**src/rtl/ldl_reconstruct.sv**
```systemverilog
// ldl_reconstruct: rebuilds a symmetric matrix A = L * D * L^T from its LDL^T factors.
// One product term L[i][k]*D[k][k]*L[j][k] is accumulated per clock. k is the innermost loop,
// then j, then i. A full matrix takes N^3 cycles. The finished result is copied to matrix_out
// in a single update.
//
// Ports:
//   clk        - clock; all state changes on the rising edge
//   rst        - asynchronous active-low reset
//   start      - request; sampled only while idle
//   L_in       - factor L, row-major; element (i,j) at [W*(i*N+j) +: W]
//   D_in       - factor D, same packing; only the diagonal is used
//   busy       - high while a reconstruction is running or completing
//   done       - one-cycle completion pulse
//   matrix_out - reconstructed A, same packing; held between completions
module ldl_reconstruct #(
   parameter int unsigned N = 3,
   parameter int unsigned W = 8
) (
   input  logic             clk,
   input  logic             rst,
   input  logic             start,
   input  logic [W*N*N-1:0] L_in,
   input  logic [W*N*N-1:0] D_in,
   output logic             busy,
   output logic             done,
   output logic [W*N*N-1:0] matrix_out
);

   localparam int unsigned NE = N * N;
   localparam int unsigned CW = (N > 1) ? $clog2(N) : 1;
   // Headroom for N signed products of three W-bit values.
   localparam int unsigned AW = 3 * W + CW + 1;

   typedef enum logic [1:0] {StIdle, StRun, StFin} state_e;

   state_e                 state_q, state_d;
   logic [CW-1:0]          i_q, i_d, j_q, j_d, k_q, k_d;
   logic signed [AW-1:0]   acc_q, acc_d;
   logic [W*NE-1:0]        l_q, l_d, d_q, d_d;
   logic [W*NE-1:0]        shadow_q, shadow_d, out_q, out_d;

   logic signed [W-1:0]    l_ik, l_jk, d_kk;
   logic signed [AW-1:0]   term, sum;
   logic                   k_last, j_last, i_last;

   // Operand fetch with the unit-lower-triangular interpretation of L.
   always_comb begin
      l_ik = l_q[W*(int'(i_q)*N + int'(k_q)) +: W];
      l_jk = l_q[W*(int'(j_q)*N + int'(k_q)) +: W];
      d_kk = d_q[W*(int'(k_q)*N + int'(k_q)) +: W];
      if (k_q > i_q) begin
         l_ik = '0;
      end else if (k_q == i_q) begin
         l_ik = W'(1);
      end
      if (k_q > j_q) begin
         l_jk = '0;
      end else if (k_q == j_q) begin
         l_jk = W'(1);
      end
      term = AW'(l_ik) * AW'(d_kk) * AW'(l_jk);
      sum  = acc_q + term;
   end

   assign k_last = (k_q == CW'(N - 1));
   assign j_last = (j_q == CW'(N - 1));
   assign i_last = (i_q == CW'(N - 1));

   always_comb begin
      state_d  = state_q;
      i_d      = i_q;
      j_d      = j_q;
      k_d      = k_q;
      acc_d    = acc_q;
      l_d      = l_q;
      d_d      = d_q;
      shadow_d = shadow_q;
      out_d    = out_q;
      unique case (state_q)
         StIdle: begin
            if (start) begin
               l_d     = L_in;
               d_d     = D_in;
               i_d     = '0;
               j_d     = '0;
               k_d     = '0;
               acc_d   = '0;
               state_d = StRun;
            end
         end
         StRun: begin
            if (k_last) begin
               // Element complete: keep the low W bits (wrap, no saturation).
               shadow_d[W*(int'(i_q)*N + int'(j_q)) +: W] = sum[W-1:0];
               acc_d = '0;
               k_d   = '0;
               if (j_last) begin
                  j_d = '0;
                  i_d = i_last ? '0 : i_q + CW'(1);
               end else begin
                  j_d = j_q + CW'(1);
               end
               if (j_last && i_last) begin
                  // Publish the whole matrix at once, including the element just finished.
                  out_d   = shadow_d;
                  state_d = StFin;
               end
            end else begin
               acc_d = sum;
               k_d   = k_q + CW'(1);
            end
         end
         StFin: begin
            state_d = StIdle;
         end
         default: begin
            state_d = StIdle;
         end
      endcase
   end

   always_ff @(posedge clk or negedge rst) begin
      if (!rst) begin
         state_q  <= StIdle;
         i_q      <= '0;
         j_q      <= '0;
         k_q      <= '0;
         acc_q    <= '0;
         l_q      <= '0;
         d_q      <= '0;
         shadow_q <= '0;
         out_q    <= '0;
      end else begin
         state_q  <= state_d;
         i_q      <= i_d;
         j_q      <= j_d;
         k_q      <= k_d;
         acc_q    <= acc_d;
         l_q      <= l_d;
         d_q      <= d_d;
         shadow_q <= shadow_d;
         out_q    <= out_d;
      end
   end

   assign busy       = (state_q != StIdle);
   assign done       = (state_q == StFin);
   assign matrix_out = out_q;

endmodule
```
**config.mk**
```make
export PLATFORM = sky130hd
export DESIGN_NAME = ldl_reconstruct
export DESIGN_NICKNAME = d
export VERILOG_FILES = /design/src/rtl/ldl_reconstruct.sv
export SDC_FILE = /design/constraint.sdc
export NUM_CORES = 1
export LEC_CHECK = 0
export ABC_AREA = 0
export CORE_MARGIN = 1.5
export CORE_UTILIZATION = 55
export CTS_BUF_LIST = sky130_fd_sc_hd__clkbuf_8
export CTS_CLUSTER_SIZE = 8
export DETAILED_ROUTE_END_ITERATION = 6
export HOLD_SLACK_MARGIN = 0.05
export PLACE_DENSITY = 0.8
export REMOVE_ABC_BUFFERS = 1
export SLEW_MARGIN = 40
export SYNTH_ARGS = -nofsm -noshare
export SYNTH_HDL_FRONTEND = slang
export SYNTH_SLANG_ARGS = --single-unit
```
**constraint.sdc**
```tcl
create_clock -name clk -period 26.7 [get_ports clk]
set_input_delay 2.67 -clock clk [delete_from_list [all_inputs] [get_ports clk]]
set_output_delay 2.67 -clock clk [all_outputs]
set_load 0.005 [all_outputs]
```
# After elaboration in Yosys (flattened, before gate mapping)
# Cells that the tools add are included.
# Widths: inputs -> output; s select.
totals:
  register_bits: 323
  latchBits: 0
  ram_bits: 0
  romBits: 0
  inputBits: 147
  output_inout_bits: 74
  word_cells: 74
  memories: 0
op_classes:
  add_sub_neg: 9
  n_mul: 5
  div: 0
  magnitude_cmp: 2
  n_eq_ne: 11
  shifts: 5
  muxes: 22
  n_bitwise: 0
  n_reduce_logical: 11
op_table:
  columns: ["op", "count"]
  rows:
  - ["$shiftx 72x9->8", 3]
  - ["$bwmux 72", 1]
  - ["$shift 8x34->72 const A", 1]
  - ["$shiftx 8x34->72", 1]
  - ["$mux 27", 2]
  - ["$pmux 27 s2", 1]
  - ["$neg 8->34", 1]
  - ["$mux 8", 4]
  - ["$add 27x24->27", 1]
  - ["$mul 16x8->24", 1]
  - ["$add 4x2->5", 4]
  - ["$mux 2", 10]
  - ["$mul 8x8->16", 1]
  - ["$pmux 2 s2", 4]
  - ["$mul 2x2->4 const B", 3]
  - ["$reduce_and 3->1", 3]
  - ["$eq 2x2->1 const B", 4]
  - ["$ne 2x2->1 const B", 4]
  - ["$add 2x1->2 const B", 3]
  - ["$reduce_and 2->1", 3]
  - ["$eq 2x2->1", 2]
  - ["$gt 2x2->1", 2]
  - ["$reduce_and 4->1", 1]
  - ["$reduce_bool 2->1", 2]
  - ["other kinds (3)", 3]

# Depth between registers and ports, before layout
# Gate-level depths: netlist (run 1).
logic_depth:
  word_depth: 10
  ltp_mapped: 44

# Worst setup path after synthesis (run 1)
# OpenSTA, ideal clock, no wires.
synth_timing:
  kind: "reg2reg"
  start: "reg i_q[0]"
  end: "reg out_q[63], in the netlist matrix_out[63]"
  setup_time_ns: 0.137
  t_arrival_ns: 9.874
  path_slack_ns: 16.689
  path_stages_with_launch: 42
  n_path_buf: 2
  path_cell_list: "dfrtp_1 inv_1 ha_1 inv_1 fa_1 xor2_4 buf_4 mux4_2 nor3_1 or2_2 nand2_1 nor2_1 ha_1 inv_1 fa_1 inv_1 ha_1 inv_1 [6 not listed] fa_1 inv_1 fa_1 inv_1 fa_1 inv_1 fa_1 ha_1 ha_1 a21oi_1 xnor2_1 xnor2_1 xnor3_1 xnor3_1 a21o_1 buf_6 a31oi_1 a21oi_1"
synth_between:
  elab_chain_len: 10
synth_rtl:
  columns: ["item", "line", "source"]
  rows:
  - ["start: declaration", "37", "logic [CW-1:0] i_q, i_d, j_q, j_d, k_q, k_d;"]
  - ["start signal: assignment", "135", "i_q <= i_d;"]
  - ["$mul 2x2->4", "48, 94", null]
  - ["$add 4x2->5", "48", "l_ik = l_q[W*(int'(i_q)*N + int'(k_q)) +: W];"]
  - ["$shiftx 72x9->8", "48", null]
  - ["$mux 8", "53", "end else if (k_q == i_q) begin"]
  - ["$mux 8", "51", "if (k_q > i_q) begin"]
  - ["$mul 8x8->16", "61", "term = AW'(l_ik) * AW'(d_kk) * AW'(l_jk);"]
  - ["$mul 16x8->24", "61", null]
  - ["$add 27x24->27", "62", "sum = acc_q + term;"]
  - ["$shiftx 8x34->72", "94", "shadow_d[W*(int'(i_q)*N + int'(j_q)) +: W] = sum[W-1:0];"]
  - ["$bwmux 72", "94", null]
  - ["end signal: assignment", "142", "out_q <= out_d;"]
  - ["end: declaration", "40", "logic [W*NE-1:0] shadow_q, shadow_d, out_q, out_d;"]
# Parallel ways exist; a longest one is shown, timed or not.
# A chain may end at the register's enable or synchronous reset.

# Worst setup path after layout (run 1)
layout_timing:
  start: "reg i_q[0]"
  end: "reg out_q[7], in the netlist matrix_out[7]"
# The elaborated chain is that of the path after synthesis.

==> flow_metrics.py, run 1 <==
metrics = {
    "job": {
        "cap_violations": 0,
    },
    "sta": {
        "skew_ps": 42.3,
        "layout_min_cycle_time_ps": 11380,
        "rsz0062_at_grt": "no",
        "fmax_mhz": 87.9,
        "hold_slack_ps": 476,
        "hold_viol": 0,
        "fin_crit_sh": 0.426,
        "slew_headroom": 0.414,
        "slew_violations": 0,
        "setup_viol": 0,
        "setup_tns_ps": 0,
        "tightestPinTransition_ps": 877,
    },
    "clocking": {
        "cts_max_level": 2,
        "cts_made_buffers": 47,
        "holdBufCountCts": 0,
        "path_clk_slew_ps": 60,
        "clk_latency_ps": 590,
        "cts_setup_buffers": 0,
        "post_cts_resized": 0,
        "ctsRootBufferMaster": "clkbuf_8",
        "cts_sinks": 272,
        "cts_tree": "done",
        "cts_max_path_buffers": 3,
    },
    "global_route": {
        "overflow": 0,
        "grt_max_degree": 95,
        "grt_pass1_wl_um": 58100,
        "grt_usage": 0.253,
        "grt_pass1_vias": 11659,
        "antenna_found_initial": 0,
    },
    "synth": {
        "synth_top_family_by_area": "multiplexers",
        "synth_top_area_frac": 0.441,
        "synthXorXnorAreaFrac": 0.0243,
        "synth_fa_ha_area_frac": 0.0965,
        "synth_cell_types": 68,
        "synth_area_per_cell_um2": 10.4,
        "yosysWarnings": 0,
        "synthSimpleGateAreaFrac": 0.128,
        "synth_seq_cells": 272,
        "synth-compound-area-share": 0.101,
        "ys_async_sr_fraction": 1.00,
        "synth_edf_count": 0,
        "ys_seq_area_frac": 0.441,
        "synth_area_mm2": 0.0154,
        "synthCells": 1481,
        "muxShareOfSynthArea": 0.162,
        "yosysTopAreaCell": "dfrtp_1",
        "synth_flop_cell": "dfrtp_1",
        "synthTopCellsByArea": "dfrtp_1, mux2_2, ha_1",
    },
    "route": {
        "antenna_left": 0,
        "viasPerCell": 5.58,
        "first_pass_iters": 7,
        "wl_per_cell_um": 17.3,
        "drt-total-wl_um": 35500,
        "drtIter0Drc": 922,
        "num_vias": 11478,
        "drcViolationCount": 2,
    },
    "final_layout": {
        "area_growth_pct": 20.3,
        "diodes": 0,
        "final_common_cell": "dfrtp_1",
        "nets": 1890,
        "layout-drive-gt1-share": 0.152,
        "final_util": 0.670,
        "final_cell_mix": "dfrtp_1, nand2_1, clkdlybuf4s50_1",
    },
    "die": {
        "core_mm2": 0.0277,
        "rows": 61,
        "die_w_um": 171,
        "start_util": 0.557,
        "dieHeight_um": 171,
        "die_area_mm2": 0.0291,
        "io_pins": 221,
    },
    "worst_setup_path": {
        "reg2reg_slack_ps": 15320,
        "cp_common_cell": "inv_1",
        "reg2reg_depth": 37,
        "start_kind": "flop",
        "worstSetupEndpointType": "flop",
        "cp.required_ps": 27120,
        "crit_type": "reg2reg",
        "crit_slowest_cell": "fa_4",
        "critPathMaxFanout": 31,
        "r2r_start": "i_q[0]$_DFFE_PN0P_",
        "crit_arrival_ps": 11790,
        "r2r-end": "matrix_out[7]$_DFFE_PN0P_",
        "cp_slowest_stage_delay_ps": 1170,
    },
    "outcome": {
        "violations": "DRC",
        "status": "finished with violations",
    },
    "hold_path": {
        "min_from": "matrix_out[19]$_DFFE_PN0P_",
        "hold_class": "reg2reg",
        "min_to": "matrix_out[19]$_DFFE_PN0P_",
        "min_path_cells": 2,
    },
    "place": {
        "io_buffer_count": 188,
        "gp_congestion": 0.892,
        "dp_hpwl_um": 25300,
    },
}
==> layout make-up <==
class                      count  area (um^2)
sequential                   272         6810
tap                          378          473
fill                        2136         9140
timing repair buffer         201         2020
multi-input combinational   1032         7930
clock inverter                26          205
inverter                      91          342
clock buffer                  58          798
==> per-stage QoR <==
stage / worst slack (ps) / std cells / area (um^2)
3_3_place_gp: 15390 / 1973 / 17500
2_1_floorplan: 15730 / 1395 / 15000
5_1_grt: 14820 / 2058 / 18600
6_report: 15320 / 2058 / 18600
3_5_place_dp: 15430 / 1974 / 17600
4_1_cts: 15330 / 2058 / 18600
==> per-layer routing <==
metal / vias up / track usage / share of wire
li1: 5440 / - / -
met3: 90 / 0.0588 / 0.066
met1: 5557 / 0.319 / 0.42
met4: 0 / 0.102 / 0.036
met5: - / 0 / 0
met2: 391 / 0.420 / 0.48
==> worst max path at each step <==
stage / from / to / slack, ps
6_report: i_q[0]$_DFFE_PN0P_ / matrix_out[7]$_DFFE_PN0P_ / 15320
5_1_grt: i_q[0]$_DFFE_PN0P_ / matrix_out[7]$_DFFE_PN0P_ / 14820
4_1_cts: i_q[0]$_DFFE_PN0P_ / matrix_out[7]$_DFFE_PN0P_ / 15330
3_5_place_dp: i_q[0]$_DFFE_PN0P_ / shadow_q[71]$_DFFE_PN0P_ / 15430
3_3_place_gp: i_q[0]$_DFFE_PN0P_ / matrix_out[7]$_DFFE_PN0P_ / 15390
2_1_floorplan: i_q[0]$_DFFE_PN0P_ / acc_q[7]$_DFFE_PN0P_ / 15730
==> worst max-delay path, delay by kind of cell (launching register included) <==
kind,cells,cell delay (ps)
compound gates,4,990
mux,2,670
fa+ha+maj,13,6350
xor+xnor,5,1340
simple gates,5,760
buf+inv,8,570
flops,1,480
==> logic make-up (layout without fill, tap and decap cells) <==
group | count (synthesis) | in the layout
mux | 202 | 202
compound gates | 262 | 262
fa+ha+maj | 98 | 98
flops | 272 | 272
buf+inv | 177 | 376
simple gates | 438 | 438
xor+xnor | 32 | 32
==> flip-flops by register name, indices dropped and copies added, names as in the netlist <==
signal / count
acc_q: 8
k_q: 2
d_q: 40
shadow_q: 72
l_q: 72
i_q: 2
state_q: 2
j_q: 2
matrix_out: 72
==> cell usage after synthesis, drive strengths merged, types with 3 or more instances <==
cell type and count:
a211o 3, a21o 5, a21oi 62, a22oi 6, a31oi 25, and2 8, and3 6, buf 17
clkbuf 69, dfrtp 272, fa 35, ha 63, inv 90, mux2 118, mux2i 58, mux4 26
nand2 207, nand2b 15, nand3 42, nand3b 4, nand4 4, nor2 91, nor2b 15, nor3 19
nor3b 4, o21ai 126, o21bai 3, o31ai 10, o32ai 8, or2 9, or3 7, xnor2 22
xnor3 5, xor2 5
Power of run 1 is left out: the tool's default activity adds up to more than one toggle a clock period on the data nets, which glitch-free logic cannot reach.
==> run 2, diff against run 1 <==
==> constraint.sdc (replaced) <==
create_clock -name clk -period 11.5 [get_ports clk]
set_input_delay 1.15 -clock clk [delete_from_list [all_inputs] [get_ports clk]]
set_output_delay 1.15 -clock clk [all_outputs]
set_load 0.005 [all_outputs]
==> run 2 against run 1 <==
The run now ends clean. First-iteration DRC count is 9.3% higher. Flip-flop and latch count unchanged. Clock skew decreased by 10 ps. Global-route usage up 0.67 points. Sequential share of layout area is 0.16 points lower. Worst hold slack worse by 2.3 ps. Core utilization rose by 0.29 points. Non-clock buffer count grew 8. Critical path type unchanged.
==> flow_metrics.py, run 2 (synthesis gave the netlist of run 1 again) <==
metrics = {
    "worst_setup_path": {
        "crit_slowest_cell": "fa_1",
        "path_delay_family": "adder cells",
        "crit_type": "reg2reg",
        "reg2reg_depth": 37,
        "crit_arrival_ps": 11280,
        "path_depth": 37,
        "start_kind": "flop",
        "cp_common_cell": "inv_1",
        "worstSetupEndpointType": "flop",
        "cp_slowest_stage_delay_ps": 580,
        "path_buf_inv": 8,
        "cp.required_ps": 11920,
        "critPathMaxFanout": 10,
    },
    "global_route": {
        "grt_pass1_wl_um": 59500,
        "grt_max_degree": 95,
        "grt_usage": 0.259,
        "grt_pass1_vias": 11699,
        "antenna_found_initial": 0,
        "overflow": 0,
    },
    "die": {
        "dieHeight_um": 171,
        "io_pins": 221,
        "start_util": 0.557,
        "die_area_mm2": 0.0291,
        "rows": 61,
        "core_mm2": 0.0277,
        "die_w_um": 171,
    },
    "route": {
        "wl_per_cell_um": 17.7,
        "num_vias": 11670,
        "antenna_left": 0,
        "first_pass_iters": 5,
        "drt-total-wl_um": 36600,
        "viasPerCell": 5.65,
        "drtIter0Drc": 1008,
        "drcViolationCount": 0,
    },
    "clocking": {
        "path_clk_slew_ps": 60,
        "clk_latency_ps": 580,
        "cts_made_buffers": 47,
        "ctsRootBufferMaster": "clkbuf_8",
        "cts_sinks": 272,
        "cts_tree": "done",
        "cts_max_level": 2,
        "cts_max_path_buffers": 3,
    },
    "final_layout": {
        "final_util": 0.673,
        "multi_input_area_mm2": 0.00793,
        "layout-drive-gt1-share": 0.159,
        "regArea_mm2": 0.00681,
        "nets": 1898,
        "final_cell_mix": "dfrtp_1, nand2_1, clkdlybuf4s50_1",
        "final_common_cell": "dfrtp_1",
        "diodes": 0,
        "area_growth_pct": 20.8,
        "fillers": 2085,
    },
    "hold_path": {
        "min_path_cells": 2,
        "hold_class": "reg2reg",
    },
    "sta": {
        "skew_ps": 32.0,
        "slew_headroom": 0.461,
        "setup_viol": 0,
        "hold_slack_ps": 474,
        "fmax_mhz": 92.1,
        "hold_viol": 0,
        "fin_crit_sh": 0.944,
        "layout_setup_ws_ps": 647,
        "setup_tns_ps": 0,
        "slew_violations": 0,
        "tightestPinTransition_ps": 808,
        "rsz0062_at_grt": "no",
        "layout_min_cycle_time_ps": 10850,
    },
    "outcome": {
        "status": "completed",
    },
    "place": {
        "place_ws_ps": 430,
        "gp_congestion": 0.905,
        "dp_hpwl_um": 25600,
        "io_buffer_count": 188,
    },
    "job": {
        "cap_violations": 0,
    },
}
## run 2: layout make-up
type,instances,area share
clock inverters,24,0.0105
inverters,91,0.0183
multi-input cells,1032,0.425
flip-flops and latches,272,0.365
clock buffers,58,0.0428
repair buffers,209,0.113
well taps,378,0.0254
## run 2: worst paths after layout
check | startpoint | end | slack, ps
max | i_q[0]$_DFFE_PN0P_ | matrix_out[7]$_DFFE_PN0P_ | 650
min reg2reg | matrix_out[35]$_DFFE_PN0P_ | matrix_out[35]$_DFFE_PN0P_ | 470
max reg2reg | i_q[0]$_DFFE_PN0P_ | matrix_out[7]$_DFFE_PN0P_ | 650
min in group asynchronous | rst | matrix_out[22]$_DFFE_PN0P_ | 500
min | matrix_out[35]$_DFFE_PN0P_ | matrix_out[35]$_DFFE_PN0P_ | 470
max in group asynchronous | rst | matrix_out[1]$_DFFE_PN0P_ | 9890
## run 2: per-layer routing
layer	vias up	track usage	share of wire
li1	5450	-	-
met1	5743	0.335	0.42
met2	401	0.441	0.49
met3	76	0.0472	0.061
met4	0	0.0893	0.029
met5	-	0	0
## run 2: what timing repair did
item,in CTS,in global routing
endpoints found under the hold margin,0,0
setup endpoints to repair,0,19
hold buffers,0,0
buffers inserted,0,2
gates resized for setup,0,1
## run 2: worst reg2reg max path, delay by kind of cell, from the launching register on
kind            cells  cell delay, ps
compound gates      4             870
xor+xnor            6            1820
fa+ha+maj          13            5650
buf+inv             8             570
flops               1             470
mux                 1             570
simple gates        5             770
## run 2: metrics by stage
stage / instances / area, um^2
final: 2064 / 18600
after global routing: 2064 / 18600
after CTS: 2062 / 18600
after detailed placement: 1980 / 17600
after global placement: 1979 / 17600
after floorplan: 1395 / 15000
Power of run 2 is left out for the same reason.
